**src/rtl/e1b_code_loader_pkg.sv**
```systemverilog
// Shared constants, state encoding and helpers for the E1B code loader.
// Parameter defaults live here so the loader itself carries no private copies.
package e1b_code_loader_pkg;

  localparam int DEF_E1B_CODELEN  = 4092;
  localparam int DEF_E1B_CODEBITS = 12;
  localparam int DEF_V_GPS_CHANS  = 12;

  typedef enum logic [1:0] {
    ST_IDLE,
    ST_CLEAR,
    ST_LOAD,
    ST_DONE
  } state_e;

  // Lanes at or above chans are not wired to a channel and always write 0.
  function automatic logic [11:0] lane_mask(input int chans);
    return 12'((13'd1 << chans) - 13'd1);
  endfunction

  function automatic logic [15:0] csum_next(input logic [15:0] c, input logic [11:0] w);
    return {c[14:0], c[15]} ^ {4'b0000, w};
  endfunction

endpackage

```
**src/rtl/e1b_code_loader.sv**
```systemverilog
// Streams host E1B code words into the code memory: clear pulse, gated writes,
// word counter, rotate-XOR checksum and sticky status flags.
module e1b_code_loader
  import e1b_code_loader_pkg::*;
#(
  parameter int E1B_CODELEN  = DEF_E1B_CODELEN,
  parameter int E1B_CODEBITS = DEF_E1B_CODEBITS,
  parameter int V_GPS_CHANS  = DEF_V_GPS_CHANS
) (
  input  logic                    clk,
  input  logic                    rst,
  input  logic                    start,
  input  logic                    abort,
  input  logic                    din_valid,
  input  logic [11:0]             din,
  output logic                    din_ready,
  output logic                    mem_rst,
  output logic                    wr,
  output logic [11:0]             tos,
  output logic [E1B_CODEBITS-1:0] word_cnt,
  output logic [15:0]             csum,
  output logic                    done,
  output logic                    err_overflow,
  output logic                    err_short
);

  localparam logic [11:0]             LANE_MASK = lane_mask(V_GPS_CHANS);
  localparam logic [E1B_CODEBITS-1:0] LAST_IDX  = E1B_CODEBITS'(E1B_CODELEN - 1);

  state_e                  state_q, state_d;
  logic                    wr_q, wr_d;
  logic [11:0]             tos_q, tos_d;
  logic [E1B_CODEBITS-1:0] word_cnt_q, word_cnt_d;
  logic [15:0]             csum_q, csum_d;
  logic                    done_q, done_d;
  logic                    err_overflow_q, err_overflow_d;
  logic                    err_short_q, err_short_d;
  logic                    accept;
  logic                    final_accept;

  // NOTE: every signal written here gets a default first, so no path through the
  // case statement can leave one unassigned and infer a latch.
  always_comb begin
    state_d        = state_q;
    wr_d           = 1'b0;
    tos_d          = tos_q;
    word_cnt_d     = word_cnt_q;
    csum_d         = csum_q;
    done_d         = done_q;
    err_overflow_d = err_overflow_q;
    err_short_d    = err_short_q;

    // A start or reset cycle never accepts, so an old word cannot leak into a new load.
    din_ready    = (state_q == ST_LOAD) && !start && !rst;
    mem_rst      = (state_q == ST_CLEAR) && !rst;
    accept       = din_valid && din_ready;
    final_accept = accept && (word_cnt_q == LAST_IDX);

    if (accept) begin
      wr_d  = 1'b1;
      tos_d = din & LANE_MASK;
    end

    if (start) begin
      state_d        = ST_CLEAR;
      word_cnt_d     = '0;
      csum_d         = '0;
      done_d         = 1'b0;
      err_overflow_d = 1'b0;
      err_short_d    = 1'b0;
    end else begin
      case (state_q)
        ST_CLEAR: state_d = ST_LOAD;
        ST_LOAD: begin
          if (accept) begin
            word_cnt_d = word_cnt_q + E1B_CODEBITS'(1);
            csum_d     = csum_next(csum_q, din & LANE_MASK);
          end
          // The final word outranks abort: the load is complete, not short.
          if (final_accept) begin
            state_d = ST_DONE;
            done_d  = 1'b1;
          end else if (abort) begin
            state_d     = ST_IDLE;
            err_short_d = 1'b1;
          end
        end
        ST_IDLE, ST_DONE: begin
          if (din_valid) err_overflow_d = 1'b1;
        end
        default: state_d = ST_IDLE;
      endcase
    end
  end

  // NOTE: state registers use non-blocking assignments so every flop samples
  // the pre-edge value of every other flop, independent of statement order.
  always_ff @(posedge clk) begin
    if (rst) begin
      state_q        <= ST_IDLE;
      wr_q           <= 1'b0;
      tos_q          <= '0;
      word_cnt_q     <= '0;
      csum_q         <= '0;
      done_q         <= 1'b0;
      err_overflow_q <= 1'b0;
      err_short_q    <= 1'b0;
    end else begin
      state_q        <= state_d;
      wr_q           <= wr_d;
      tos_q          <= tos_d;
      word_cnt_q     <= word_cnt_d;
      csum_q         <= csum_d;
      done_q         <= done_d;
      err_overflow_q <= err_overflow_d;
      err_short_q    <= err_short_d;
    end
  end

  assign wr           = wr_q;
  assign tos          = tos_q;
  assign word_cnt     = word_cnt_q;
  assign csum         = csum_q;
  assign done         = done_q;
  assign err_overflow = err_overflow_q;
  assign err_short    = err_short_q;

endmodule

```
**config.mk**
```make
export PLATFORM = sky130hd
export DESIGN_NAME = e1b_code_loader
export DESIGN_NICKNAME = d
export VERILOG_FILES = /design/src/rtl/e1b_code_loader_pkg.sv /design/src/rtl/e1b_code_loader.sv
export SDC_FILE = /design/constraint.sdc
export NUM_CORES = 1
export LEC_CHECK = 0
export ABC_AREA = 1
export BUFFER_PORTS_ARGS = -buffer_cell sky130_fd_sc_hd__buf_4
export CELL_PAD_IN_SITES_DETAIL_PLACEMENT = 1
export CELL_PAD_IN_SITES_GLOBAL_PLACEMENT = 1
export CORE_AREA = 2 2 70 105
export CTS_BUF_LIST = sky130_fd_sc_hd__clkbuf_4 sky130_fd_sc_hd__clkbuf_8
export DETAILED_ROUTE_END_ITERATION = 8
export DIE_AREA = 0 0 72 107
export GPL_TIMING_DRIVEN = 0
export PLACE_DENSITY = 0.77
export SLEW_MARGIN = 30
export SYNTH_ARGS = -nofsm -noshare
export SYNTH_HDL_FRONTEND = slang
export SYNTH_SLANG_ARGS = --single-unit
```
**constraint.sdc**
```tcl
create_clock -name clk -period 1.3 [get_ports clk]
set_input_delay 0.195 -clock clk [delete_from_list [all_inputs] [get_ports clk]]
set_output_delay 0.195 -clock clk [all_outputs]
set_load 0.02 [all_outputs]
```
==> flow_summary_export.csv, run 1 <==
group,metric,value,unit
sta,slew_headroom,0.624,
route,vias,2019,
critical_path,worst-setup-path-type,"reg2reg",
logic_synthesis,syn_area_per_cell,7.50,µm²
floorplanning,die_y,107,µm
logic_synthesis,syn-cell-area,0.00198,mm²
pwr,leakage,1.24,nW
layout,finish.utilization,0.425,
sta,worst_slack,-62.8,ps
floorplanning,core_area,0.00681,mm²
route,route.detailed.drc,0,
sta,period_needed,1360,ps
global_routing,grt.busiest_layer,"met2",
critical_path,cp-start-kind,"flop",
clocking,clk_pin_slew_worst_paths,90,ps
route,ant_nets,0,
pwr,ir_drop,389,µV
global_routing,grt_use_total,0.166,
min_path,min_path_cells,2,
route,dr.pass1.iters,4,
critical_path,critical_path_buf_inv_count,2,
logic_synthesis,ys.warnings.count,0,
global_routing,grt_pass1_vias,2086,
logic_synthesis,syn_nets,284,
sta,rsz0062_at_grt,"yes",
critical_path,cp-end-kind,"flop",
clocking,clk-insertion-delay-late,300,ps
placement,place_ws,-333,ps
sta,max_freq,734,MHz
global_routing,met1_usage,0.193,
sta,drv_slew,0,
global_routing,use_met2,0.294,
critical_path,worst_ep_arrival_time,1590,ps
route,routedWlPerCell,14.2,µm
sta,hold_viol,0,
route,wirelength,6.00,mm
critical_path,slowest_stage,"dfxtp_2",
clocking,cts_max_path_buffers,2,
global_routing,met3_usage,0.0310,
layout,syn2layout_area_growth,46.2,%
sta,finClkSkew,4.91,ps
critical_path,cp.depth,9,
placement,hpwl,4.35,mm
global_routing,grt_antenna_before_repair,0,
layout,n_antenna_cell,0,
floorplanning,rows,37,
clocking,numCtsBuffers,5,
placement,globalplace.congestion,0.776,
floorplanning,die_w,72,µm
pwr,p_total,2.55,mW
clocking,ctsHtreeMaxLevel,2,
critical_path,cp_top_family,"simple AND/OR/NAND/NOR gates",
critical_path,crit_path_max_fanout,5,
layout,drive_above_1_share,0.352,
critical_path,worstPathCellList,"inv_2, ha_4, nand2_4, nor2_4, buf_6, nand3_4, nand3_2, nand2_1, a21oi_1",
logic_synthesis,yosysUniqueCellTypes,24,
layout,final_common_cell,"buf_4",
clocking,cts_tree,"yes",
layout,fin_nets,363,
sta,worst_slew_pin_slew,564,ps
status,status,"complete, but fails checks",
route,vias_per_cell,4.78,
clocking,cts_root_buf,"clkbuf_8",
status,violations,"setup timing",
critical_path,r2r.worst_path.cells,9,
logic_synthesis,ys_ff_latch,46,
global_routing,grt_pass1_wl,10.0,mm
floorplanning,pin_count,63,
sta,setup_viol,34,
pwr,p_per_area,881,mW/mm²
floorplanning,die-area,0.00770,mm²
logic_synthesis,syn_inst,264,
clocking,clock-sinks,46,
placement,io_buffers,62,
job,max-cap-violations,0,
critical_path,rrSetupSlack,-60,ps
floorplanning,start_util,0.291,
global_routing,grt_overflow,0,
critical_path,cp_slowest_stage_delay,350,ps
sta,fin_crit_sh,1.05,
global_routing,grt_max_degree,15,
logic_synthesis,ys_seq_area_frac,0.465,
critical_path,required,1520,ps
layout,final_cell_mix,"buf_4 (73), nand2_1 (72), dfxtp_1 (39)",
min_path,hold_class,"in2reg",
route,drtIter0Drc,75,
==> cell type report <==
class                           count  area [µm²]
Fill cell                         822        3910
Multi-Input combinational cell    185        1040
Sequential cell                    46         937
Timing Repair Buffer               72         544
Tap cell                           78        97.6
Inverter                           23        95.1
Clock buffer                        6        82.6
Buffer                             10        82.6
Clock inverter                      2        12.5
==> sequential cells by signal, summed over array words and instances (netlist names) <==
name	cells
err_short	1
err_overflow	1
state_q	2
tos	12
word_cnt	12
wr	1
csum	16
done	1
==> per-layer routing <==
layer,share of wire,vias to the layer above
li1,-,1004
met5,0,-
met1,0.41,967
met3,0.035,7
met4,0.014,0
met2,0.54,41
==> power by group <==
part | switching, mW | total [mW] | internal [mW]
registers | 0.0107 | 1.43 | 1.41
logic | 0.104 | 0.194 | 0.0900
clock network | 0.503 | 0.931 | 0.428
total | 0.618 | 2.55 | 1.93
==> cell usage after synthesis <==
cell	instances	area share
nand2_1	75	0.14
nor3_2	1	0.0051
clkinv_1	1	0.0019
o21bai_1	1	0.0038
nor2_1	17	0.032
inv_1	21	0.040
buf_6	1	0.0057
buf_2	4	0.010
xnor2_1	8	0.035
inv_2	1	0.0019
buf_4	1	0.0038
nand4_1	4	0.013
nand3_1	13	0.033
ha_1	3	0.019
o21ai_0	19	0.048
dfxtp_1	46	0.47
nand2_2	1	0.0032
nor3_1	4	0.010
nand3_2	1	0.0051
xor2_1	5	0.022
nor2_4	2	0.011
clkbuf_1	4	0.0076
nand3b_1	2	0.0076
a21oi_1	29	0.073
==> worst paths after layout <==
kind	startpoint	to
min reg2reg	done	done
min	rst	tos[3]
max	state_q[0]	state_q[1]
max reg2reg	state_q[0]	state_q[1]
==> through the flow <==
| stage | hold slack (ps) | cell area (µm²) | setup TNS, ps | cells |
|---|---|---|---|---|
| 2_1_floorplan | 264 | 1990 | -18.0 | 264 |
| 3_3_place_gp | 438 | 2550 | -6290 | 404 |
| 3_5_place_dp | 443 | 2550 | -8050 | 404 |
| 4_1_cts | 116 | 2800 | -2020 | 418 |
| 5_1_grt | 114 | 2890 | -3610 | 422 |
| 6_report | 125 | 2890 | -934 | 422 |
==> worst register-to-register path, stage by stage, from the launching register on <==
cell,delay (ps)
dfxtp_2,350
inv_2,60
ha_4,140
nand2_4,60
nor2_4,180
buf_6,160
nand3_4,100
nand3_2,100
nand2_1,50
a21oi_1,100
==> cell families after synthesis <==
group / synth area share
compound gates: 0.125
xor+xnor: 0.0575
fa+ha+maj: 0.0190
buf+inv: 0.0708
flops: 0.465
simple gates: 0.262
==> what timing repair did <==
item,CTS,global route
endpoints found under the setup margin,47,45
gates resized for setup,33,21
gates cloned,0,0
buffers inserted,6,4
pin swaps,7,5
hold buffers,0,0
endpoints found under the hold margin,0,0
(Power assumes the default switching activity.)
==> run 2, diff against run 1 <==
Settings changed: ABC_AREA 1 to not set, CORE_AREA 2 2 70 105 to 2 2 70 98, DIE_AREA 0 0 72 107 to 0 0 72 100, PLACE_DENSITY 0.77 to 0.76.
==> run 2 against run 1 <==
  * Clock power is 18% higher
  * Combinational power about the same
  * Synthesized cell count decreased by 20%
  * The run still ends with setup timing left
  * Clock skew grew 10 ps
==> flow_summary_export.csv, run 2 <==
group,metric,value,unit
status,status,"complete, but fails checks",
status,violations,"setup timing",
route,ant_nets,0,
floorplanning,core_area,0.00644,mm²
logic_synthesis,synthArstFlopShare,0,
layout,multi_input_area,0.00100,mm²
global_routing,grt_use_total,0.146,
pwr,ir_drop,591,µV
sta,rsz0062_at_grt,"yes",
route,dr.pass1.iters,4,
layout,fin_nets,317,
placement,place_ws,-312,ps
clocking,cts_tree,"yes",
logic_synthesis,synth-simple-area-share,0.237,
route,vias_per_cell,4.77,
sta,finClkSkew,14.9,ps
logic_synthesis,synthXorXnorAreaFrac,0.0950,
logic_synthesis,synth_top_family_by_area,"simple AND/OR/NAND/NOR gates",
floorplanning,rows,35,
layout,final_common_cell,"buf_4",
sta,final.setup.tns,-2970,ps
critical_path,cp.depth,7,
route,drt-met1-wl,2.17,mm
layout,drive_above_1_share,0.446,
clocking,hold_buffers,0,
min_path,hold_class,"in2reg",
floorplanning,pin_count,63,
sta,hold_viol,0,
logic_synthesis,synth-compound-area-share,0.109,
layout,final_cell_mix,"buf_4 (73), nand2_1 (37), dfxtp_1 (37)",
logic_synthesis,synth.most_common_cell,"dfxtp_1",
sta,setup_viol,42,
layout,regArea,947,µm²
clocking,cts_max_path_buffers,2,
global_routing,grt_overflow,0,
logic_synthesis,synth_top_cell_area_share,0.500,
logic_synthesis,synthAdderAreaFrac,0.0204,
sta,slew_headroom,0.613,
logic_synthesis,yosysUniqueCellTypes,33,
floorplanning,die_w,72,µm
logic_synthesis,ys_ff_latch,46,
logic_synthesis,synth-edff-count,0,
sta,worst_slew_pin_slew,580,ps
critical_path,critical_path_buf_inv_count,2,
global_routing,grt_pass1_vias,1708,
clocking,clk_pin_slew_worst_paths,100,ps
clocking,cts_root_buf,"clkbuf_8",
global_routing,grt_pass1_wl,8.27,mm
sta,period_needed,1500,ps
route,top_layer,"met4",
route,vias,1776,
logic_synthesis,syn_inst,210,
logic_synthesis,ys.warnings.count,0,
logic_synthesis,synthMuxAreaShare,0,
placement,hpwl,3.76,mm
critical_path,r2r-start,"state_q[0]",
critical_path,cp_top_family,"simple AND/OR/NAND/NOR gates",
placement,globalplace.congestion,0.738,
route,route.detailed.drc,0,
route,routedWlPerCell,14.4,µm
logic_synthesis,synth_top_cells_by_count,"dfxtp_1 (46), nand2_1 (41), nand3_1 (19)",
critical_path,r2r.worst_path.cells,7,
route,dr_wl_met2,2.82,mm
sta,fin_crit_sh,1.15,
route,dr_wl_met3,265,µm
critical_path,crit_path_max_fanout,4,
global_routing,grt_antenna_before_repair,0,
logic_synthesis,ys_seq_area_frac,0.500,
critical_path,cp-start-kind,"flop",
clocking,ctsHtreeMaxLevel,2,
clocking,clk-insertion-delay-late,310,ps
critical_path,worst-setup-path-type,"reg2reg",
logic_synthesis,syn_area_per_cell,8.78,µm²
critical_path,worstPathCellList,"inv_2, ha_4, nand4bb_4, buf_6, or2_4, o311ai_2, o41ai_1",
logic_synthesis,synth_area_leader_cell,"dfxtp_1",
critical_path,cp-end-kind,"flop",
floorplanning,die-area,0.00720,mm²
job,max-cap-violations,0,
floorplanning,start_util,0.286,
global_routing,grt_max_degree,15,
layout,fillCellCount,759,
placement,io_buffers,61,
logic_synthesis,syn-cell-area,0.00184,mm²
logic_synthesis,synth_ff_type,"dfxtp_1",
critical_path,cp_slowest_stage_delay,340,ps
floorplanning,die_y,100,µm
critical_path,worst_ep_arrival_time,1700,ps
layout,syn2layout_area_growth,58.3,%
sta,worst_slack,-196,ps
critical_path,startpoint,"state_q[0]",
min_path,hp-start,"rst",
sta,drv_slew,0,
critical_path,slowest_stage,"dfxtp_2",
layout,largest_reg_flops,16,
min_path,min_path_cells,2,
layout,n_antenna_cell,0,
sta,max_freq,668,MHz
clocking,clock-sinks,46,
route,drtIter0Drc,19,
pwr,leakage,1.20,nW
logic_synthesis,syn_nets,230,
logic_synthesis,synth_area_leaders,"dfxtp_1 (50%), nand2_1 (8.4%), xnor2_1 (7.1%)",
critical_path,required,1500,ps
pwr,p_per_area,930,mW/mm²
clocking,numCtsBuffers,5,
route,wirelength,5.35,mm
run 2: repair_timing:
action                                  4_1_cts  5_1_grt
endpoints found under the setup margin       44       46
cloned                                        1        1
pin swaps                                     2       11
resized for setup                            20       51
endpoints found under the hold margin         0        0
buffers inserted                              3       15
run 2: metal layers:
metal,vias to the layer above,global-route usage
met5,-,0
met4,0,0.0522
met3,9,0.0392
met2,40,0.260
met1,845,0.164
li1,882,-
run 2: area by class of cell:
| class | count | area share |
|---|---|---|
| Multi-Input combinational cell | 149 | 0.343 |
| Sequential cell | 46 | 0.325 |
| Timing Repair Buffer | 81 | 0.221 |
| Buffer | 11 | 0.0356 |
| Tap cell | 74 | 0.0317 |
| Clock buffer | 6 | 0.0262 |
| Clock inverter | 2 | 0.0129 |
| Inverter | 3 | 0.00472 |
run 2: kinds of logic after synthesis:
logic type	after synthesis
DFF	46
AOI/OAI and AO/OA	36
adders and majority gates	3
xor gates and xnor gates	20
buffers and inverters	15
and+or+nand+nor	90
run 2: worst paths after layout:
path | slack, ps | end
max | -200 | word_cnt[10]
min | 80 | tos[1]
max reg2reg | -200 | word_cnt[10]
min reg2reg | 460 | tos[6]
run 2: worst reg2reg max path, stage by stage (launching register included):
cell,delay [ps]
dfxtp_2,340
inv_2,60
ha_4,140
nand4bb_4,140
buf_6,160
or2_4,240
o311ai_2,210
o41ai_1,110
run 2: through the flow:
stage | area [µm²] | instances | util | power (mW) | hold slack [ps]
2_1_floorplan | 1880 | 210 | - | 1.53 | 327
3_3_place_gp | 2430 | 345 | 0.378 | 1.61 | 394
3_5_place_dp | 2430 | 345 | 0.378 | 1.61 | 397
4_1_cts | 2650 | 357 | 0.412 | 2.73 | 69.4
5_1_grt | 2920 | 372 | 0.453 | 2.82 | 78.1
6_report | 2920 | 372 | 0.453 | 2.71 | 82.5
run 2: power by group:
group	internal (mW)	total, mW	leakage [nW]	switching (mW)
logic	0.100	0.195	0.763	0.0951
clock network	0.595	1.10	0.0548	0.508
registers	1.41	1.41	0.377	0.00809
total	2.10	2.71	1.20	0.611
